$ cat src/rtl/fifo_sched_pkg.sv
// Shared scheduler types and the wrap-around search helper
// used by fifo read-side (and future write-side) arbiters.
package fifo_sched_pkg;

  typedef enum logic [1:0] {
    IDLE    = 2'd0,
    READ    = 2'd1,
    CAPTURE = 2'd2,
    PRESENT = 2'd3
  } state_t;

  localparam int MAX_CH = 32;

  // First set bit strictly after last, wrapping modulo n.
  // last itself is visited last. Returns last when mask is 0.
  function automatic int rr_next(
    input logic [MAX_CH-1:0] mask,
    input int                last,
    input int                n
  );
    int r;
    r = last;
    for (int k = n; k >= 1; k--) begin
      if (mask[(last + k) % n]) r = (last + k) % n;
    end
    return r;
  endfunction

endpackage

$ cat src/rtl/rr_pick.sv
// Combinational round-robin picker: finds the next set bit
// of mask after last (wrapping). Ports: mask, last -> found, idx.
module rr_pick
  import fifo_sched_pkg::*;
#(
  parameter  int NUM_CH = 4,
  localparam int CW     = $clog2(NUM_CH)
) (
  input  logic [NUM_CH-1:0] mask,
  input  logic [CW-1:0]     last,
  output logic              found,
  output logic [CW-1:0]     idx
);

  logic [MAX_CH-1:0] m;

  always_comb begin
    m     = MAX_CH'(mask);
    found = |mask;
    idx   = CW'(rr_next(m, int'(last), NUM_CH));
  end

endmodule

$ cat src/rtl/fifo_rr_drain.sv
// Round-robin drain of NUM_CH fifos into one valid/ready sink.
// Ports: ch_en/fifo_empty/fifo_data in, fifo_ren out, out_* handshake, busy.
module fifo_rr_drain
  import fifo_sched_pkg::*;
#(
  parameter  int NUM_CH    = 4,
  parameter  int DW        = 8,
  parameter  int MAX_BURST = 2,
  localparam int CW        = $clog2(NUM_CH),
  localparam int BW        = $clog2(MAX_BURST + 1)
) (
  input  logic                 clk,
  input  logic                 rst_n,
  input  logic [NUM_CH-1:0]    ch_en,
  input  logic [NUM_CH-1:0]    fifo_empty,
  input  logic [NUM_CH*DW-1:0] fifo_data,
  output logic [NUM_CH-1:0]    fifo_ren,
  output logic                 out_valid,
  input  logic                 out_ready,
  output logic [DW-1:0]        out_data,
  output logic [CW-1:0]        out_ch,
  output logic                 busy
);

  localparam logic [BW:0] MB = (BW+1)'(MAX_BURST);

  state_t            state;
  logic [CW-1:0]     grant;
  logic [CW-1:0]     last_grant;
  logic [BW-1:0]     burst_cnt;
  logic [BW:0]       cnt_nx;
  logic [NUM_CH-1:0] elig;
  logic              pick_found;
  logic [CW-1:0]     pick_idx;
  logic [DW-1:0]     ch_data [NUM_CH];

  for (genvar i = 0; i < NUM_CH; i++) begin : g_slice
    assign ch_data[i] = fifo_data[i*DW +: DW];
  end

  assign elig   = ch_en & ~fifo_empty;
  assign cnt_nx = {1'b0, burst_cnt} + (BW+1)'(1);

  rr_pick #(.NUM_CH(NUM_CH)) u_pick (
    .mask  (elig),
    .last  (last_grant),
    .found (pick_found),
    .idx   (pick_idx)
  );

  assign out_valid = (state == PRESENT);
  assign busy      = (state != IDLE);

  // Read strobe is a pure decode of READ, so it can
  // never overlap a held word in PRESENT.
  always_comb begin
    fifo_ren = '0;
    if (state == READ) fifo_ren[grant] = 1'b1;
  end

  always_ff @(posedge clk) begin
    if (!rst_n) begin
      state      <= IDLE;
      grant      <= '0;
      last_grant <= CW'(NUM_CH - 1);
      burst_cnt  <= '0;
      out_data   <= '0;
      out_ch     <= '0;
    end else begin
      unique case (state)
        IDLE: begin
          if (pick_found) begin
            grant     <= pick_idx;
            burst_cnt <= '0;
            state     <= READ;
          end
        end
        READ: begin
          state <= CAPTURE;
        end
        CAPTURE: begin
          // fifo registered data_out on the READ edge
          out_data <= ch_data[grant];
          out_ch   <= grant;
          state    <= PRESENT;
        end
        PRESENT: begin
          if (out_ready) begin
            burst_cnt <= cnt_nx[BW-1:0];
            if (cnt_nx < MB && elig[grant]) begin
              state <= READ;
            end else begin
              last_grant <= grant;
              state      <= IDLE;
            end
          end
        end
      endcase
    end
  end

endmodule
$ cat config.mk
export PLATFORM = sky130hd
export DESIGN_NAME = fifo_rr_drain
export DESIGN_NICKNAME = d
export VERILOG_FILES = /design/src/rtl/fifo_sched_pkg.sv /design/src/rtl/rr_pick.sv /design/src/rtl/fifo_rr_drain.sv
export SDC_FILE = /design/constraint.sdc
export NUM_CORES = 1
export LEC_CHECK = 0
export ABC_AREA = 1
export CORE_MARGIN = 4
export CORE_UTILIZATION = 44
export DETAILED_ROUTE_END_ITERATION = 12
export PLACE_DENSITY_LB_ADDON = 0.25
export SLEW_MARGIN = 20
export SYNTH_ARGS = -nofsm -noshare
export SYNTH_HDL_FRONTEND = slang
export SYNTH_SLANG_ARGS = --single-unit
$ cat constraint.sdc
create_clock -name clk -period 4.1 [get_ports clk]
set_clock_uncertainty 0.2 [all_clocks]
set_input_delay 0.41 -clock clk [delete_from_list [all_inputs] [get_ports clk]]
set_output_delay 0.41 -clock clk [all_outputs]
set_load 0.005 [all_outputs]
# --- Word level (Yosys, flattened, before mapping) ---
# Index checks and enable logic that the tools add are counted.
totals:
  out_inout_bits: 16
  elab_cells: 77
  register_bits: 18
classes:
  add_sub_neg: 5
  magnitude_cmp: 8
  n_mux: 31
  bitwise: 8
  n_eq_ne: 5
  n_reduce_logical: 14
ops:
  columns: ["operator", "count"]
  rows:
  - ["3-bit by 7-bit less-than comparator with 1-bit output, second input constant", 4]
  - ["8-bit binary-select mux with 2-bit select", 1]
  - ["2-bit two-way mux", 8]
  - ["8-bit two-way mux", 2]
  - ["1-bit binary-select mux with 3-bit select", 4]
  - ["1-bit two-way mux", 11]
  - ["2-bit one-hot mux with 4 select lines", 1]
  - ["2-bit OR reduction", 4]
  - ["3-bit AND reduction", 2]
  - ["2-bit by 1-bit adder with 2-bit output, second input constant", 2]
  - ["2-bit adder, second input constant", 2]
  - ["1-bit AND, first input constant", 4]
  - ["4-bit AND", 1]
  - ["2-bit == test, second input constant", 2]
  - ["4-bit two-way mux", 1]
  - ["4-bit inverter", 1]
  - ["2-bit one-hot mux with 2 select lines", 1]
  - ["2-bit AND reduction", 2]
  - ["2-bit nonzero test", 2]
  - ["4-bit OR reduction", 1]
  - ["2-bit by 1-bit adder with 3-bit output, second input constant", 1]
  - ["3-bit >= comparator, second input constant", 1]
  - ["2-bit by 3-bit less-than comparator with 1-bit output, second input constant", 1]
  - ["3-bit by 2-bit less-than comparator with 1-bit output, second input constant", 1]
  - ["other kinds (10)", 11]

# --- Logic depth before layout (Yosys ltp) ---
logic_depth:
  ltp_word: 10
  depth_mapped: 12

# --- Hierarchy ---
# A second synthesis with hierarchy kept.
hier_totals:
  hier_cells: 198
  area_unflattened_um2: 1260.0
modules_own_cells:
  columns: ["mod", "area_each_um2", "seq_area_each_um2", "n_inst", "cells_per_inst"]
  rows:
  - ["fifo_rr_drain", 1056.0, 360.3, 1, 155]
  - ["rr_pick", 203.9, 0.0, 1, 43]

# --- Least setup slack after synthesis ---
# Ideal clock, no wire load.
synth_timing:
  path_kind: "register to register"
  startpoint: "register state[0]"
  endpoint: "register burst_cnt[0]"
  setup_time_ns: 0.117
  synth_period_minus_slack_ns: 1.508
  arrival_time_ns: 1.191
  required_time_ns: 3.783
  n_path_buf: 0
  stages_incl_launch_ff: 9
  slack_ns: 2.592
  cell_sequence: "dfxtp_1 inv_1 ha_1 inv_1 nor2_1 nor2_1 o21ai_0 nor2_1 nor2_1"
synth_between:
  elab_chain_cells: 3
  elab_cells_between_ends: 7
  cone_classes: "eq/ne: 3; mux: 1; reduce/logical: 3"
synth_rtl:
  columns: ["element", "line", "text"]
  rows:
  - ["start: declaration", "fifo_rr_drain.sv:27", "state_t state;"]
  - ["start signal: assignment", "fifo_rr_drain.sv:63", "state <= IDLE;"]
  - ["start signal: assignment", "fifo_rr_drain.sv:75", "state <= READ;"]
  - ["start signal: assignment", "fifo_rr_drain.sv:79", "state <= CAPTURE;"]
  - ["2-bit == test or 2-bit logical NOT (tied branches)", "fifo_rr_drain.sv:70", "unique case (state)"]
  - ["2-bit by 1-bit inequality test with 1-bit output (no source line), or another cell as far along", null, null]
  - ["3-bit AND reduction (no source line)", null, null]
  - ["end signal: assignment", "fifo_rr_drain.sv:89", "burst_cnt <= cnt_nx[BW-1:0];"]
  - ["end: declaration", "fifo_rr_drain.sv:30", "logic [BW-1:0] burst_cnt;"]
# Parallel ways exist; a longest one is shown, timed or not.
# A chain may end at the register's enable or synchronous reset.

# --- Worst setup path after layout ---
layout_timing:
  startpoint: "register grant[0]"
  endpoint: "output fifo_ren[1]"
layout_between:
  elab_chain_cells: 5
  elab_cells_between_ends: 6
  cone_classes: "order compare: 2; mux: 3; reduce/logical: 1"
layout_rtl:
  columns: ["element", "line", "text"]
  rows:
  - ["start: declaration", "fifo_rr_drain.sv:28", "logic [CW-1:0] grant;"]
  - ["start signal: assignment", "fifo_rr_drain.sv:73", "grant <= pick_idx;"]
  - ["2-bit by 3-bit less-than comparator with 1-bit output (implied by the code) or 2-bit by 1-bit >= comparator with 1-bit output (tied branches)", "fifo_rr_drain.sv:58", "if (state == READ) fifo_ren[grant] = 1'b1;"]
  - ["1-bit logical AND (implied by the code)", "fifo_rr_drain.sv:58", null]
  - ["1-bit two-way mux (implied by the code)", "fifo_rr_drain.sv:58", null]
  - ["1-bit demux with 2-bit select (*)", "fifo_rr_drain.sv:58", null]
  - ["4-bit two-way mux (*)", "fifo_rr_drain.sv:58", null]
  - ["end: declaration", "fifo_rr_drain.sv:17", "output logic [NUM_CH-1:0] fifo_ren,"]
# Every way passes the cells marked *; elsewhere a longest branch is shown, timed or not.

==> summary.txt <==
Status
  – Status: finished, final reports clean

Global routing
  – First-pass GRT wire length: 5.70 mm
  – Vias in the first global route: 1426
  – Initial antenna violation count: 0
  – GRT Util Overall: 0.199
  – Largest net degree at the start of global routing: 21
  – Grt ovf: 0

Clock network
  – Clk pin slew, worst setup/hold paths: 0.11 ns
  – H-tree levels: 1
  – CTS tree: done
  – Root buf cell: clkbuf_4
  – Skew-Pair Late Insertion Delay: 0.29 ns
  – Post_cts resized: 0
  – CTS Buffer Depth: 2
  – Post-CTS Hold Fix Bufs: 0
  – Clock tree sinks: 18
  – CTS Buf Count: 3
  – Post-CTS setup buffer count: 0

STA
  – Final hold slack: 0.275 ns
  – Rel. slew slack: 0.604
  – Final Setup Violations: 0
  – Final Slew Violations: 0
  – Worst Tran Pin Value: 0.595 ns
  – Post-layout min period: 2.57 ns
  – Fmax: 0.389 GHz
  – Final period util: 0.628
  – Hold Fails Final Rpt: 0
  – RSZ-0062 raised after global routing: no
  – Final TNS setup: 0 ns

Synth
  – Cell count after synthesis: 197
  – Asr flop ratio synth: 0
  – Main synth FF type: dfxtp_1
  – Post-synthesis cell area: 1250 um2
  – Top post-synthesis cells by area: dfxtp_1 29%, nand2_1 16%, a21oi_1 9.2%, inv_1 6.9%, ha_1 6.0%
  – Distinct cells, synth: 23
  – Top cell type's share of synthesized area: 0.289
  – Ys Warns: 0
  – Register area share after synthesis: 0.289
  – Mean Syn Cell Area: 6.33 um2
  – Post-synth EDFFs: 0
  – Commonest cells in the netlist: 54 x nand2_1, 23 x a21oi_1, 23 x inv_1, 19 x nor2_1, 18 x dfxtp_1
  – Top cell type by total area after synthesis: dfxtp_1
  – Seq cells post-synth: 18
  – Most common cell in the netlist: nand2_1
  – Mapped Nets: 246

Setup path
  – Worst Path Max Fanout: 14
  – Worst endpoint required time: 3.49 ns
  – Critical path launch point type: flop
  – Crit. End Element: output pin
  – Crit Path Category: reg -> out
  – Reg2reg path depth: 7
  – FF-to-FF End: last_grant[0]$_SDFFE_PN1P_
  – Reg-to-Reg Start: grant[0]$_SDFFE_PN0P_
  – Worst reg2reg setup slack: 2.10 ns
  – Worst EP arrival: 1.96 ns

Place
  – Placed inst area: 1830 um2
  – IO buf count: 58
  – HPWL after detailed placement: 2.75 mm
  – GP Congestion: 0.893
  – Dpl cells: 279

Die
  – Row count: 19
  – IO Pins: 59
  – Die span in x: 61.2 um
  – Area of the die: 3750 um2
  – Core ar.: 2730 um2
  – Initial Utilization: 0.456
  – Die Ht: 61.2 um

Final layout
  – Register area: 360 um2
  – Combined area of the multi-input logic cells: 752 um2
  – Final std cells w/o fill: 283
  – Area added between synthesis and finish: 49.4%
  – N_diodes: 0
  – Share of cells above drive strength 1: 0.0476
  – NumNets Final: 302
  – Design area: 1860 um2
  – Filler instances: 234

Power and ir drop
  – P_leak: 0.824 nW
  – PwrDens: 480 nW/um2
  – Maximum VDD drop: 0.000380 V

Min path
  – Hold crit path type: reg -> reg
  – Min-Delay Endpoint: burst_cnt[1]$_SDFFE_PN0P_
  – Hold Crit Start: burst_cnt[1]$_SDFFE_PN0P_
  – Hold Path Depth: 2

Detailed routing
  – DR WL/cell: 12.3 um
  – Total Wirelength: 3.48 mm
  – DRC viols: 0
  – Initial DRC count: 69
  – Vias per cell: 5.18
  – DRT Pass-1 Iters: 4
  – Detailed-route via count: 1467
  – Number of nets still failing antenna checks after routing: 0

Job
  – Total of max-cap violations: 0
==> how the worst max path moves through the flow <==
| stage | start | to | cells past startpoint |
|---|---|---|---|
| after floorplan | state[0]$_SDFFE_PN0P_ | burst_cnt[0]$_SDFFE_PN0P_ | 8 |
| after global placement | grant[0]$_SDFFE_PN0P_ | fifo_ren[1] | 3 |
| after detailed placement | grant[0]$_SDFFE_PN0P_ | fifo_ren[1] | 3 |
| after CTS | grant[0]$_SDFFE_PN0P_ | fifo_ren[1] | 3 |
| after global routing | grant[0]$_SDFFE_PN0P_ | fifo_ren[1] | 3 |
| final | grant[0]$_SDFFE_PN0P_ | fifo_ren[1] | 3 |
==> per-stage QoR <==
step           total power (W)  setup slack [ns]   util
2_1_floorplan         0.000575              2.59      -
4_1_cts               0.000901              1.49  0.681
5_1_grt               0.000973              1.40  0.681
6_report              0.000893              1.53  0.681
3_3_place_gp          0.000780              1.91  0.668
3_5_place_dp          0.000786              1.83  0.668
==> report_power, final <==
group / internal (W) / switching, W / leakage (nW)
sequential: 0.000232 / 0.0000604 / 0.148
clock: 0.0000541 / 0.0000568 / 0.0210
combinational: 0.000241 / 0.000249 / 0.656
==> final cells by class <==
type	count	area share
Inverter	25	0.0504
Multi-Input combinational cell	147	0.404
Sequential cell	18	0.194
Tap cell	31	0.0208
Timing Repair Buffer	58	0.312
Clock buffer	4	0.0195
==> critical path, stage by stage (launching register included) <==
cell and delay [ns]:
dfxtp_1 0.68, inv_2 0.24, nor3_1 0.22, clkdlybuf4s50_1 0.53
==> state kept, by name, summed over array words and instances (netlist names) <==
register,cells
grant,2
out_ch,2
burst_cnt,2
out_data,8
state,2
last_grant,2
==> logic make-up after synthesis <==
group                    count (synthesis)  share of synthesized area
AND/OR/NAND/NOR                         92                      0.318
AO/OA/AOI/OAI                           49                      0.225
buffers and inverters                   32                      0.107
flip-flops                              18                      0.289
adder cells (fa/ha/maj)                  6                     0.0602
==> cells in the final DEF (no fill, tap or decap), drive strengths merged <==
cell type / count
o211ai: 2
nor3: 3
ha: 6
a221oi: 8
o21ai: 16
nand3: 10
a21oi: 23
nand4: 1
clkbuf: 4
inv: 24
clkdlybuf4s50: 58
dfxtp: 18
clkinv: 1
nor2: 23
nand2: 55
==> metal layers <==
metal	up-vias	global-route usage	routed length [um]
met5	-	0	0
met4	0	0.0557	20
met3	2	0.0566	377
met2	64	0.356	1630
met1	642	0.228	1450
li1	759	-	-
(Power assumes the default switching activity.)
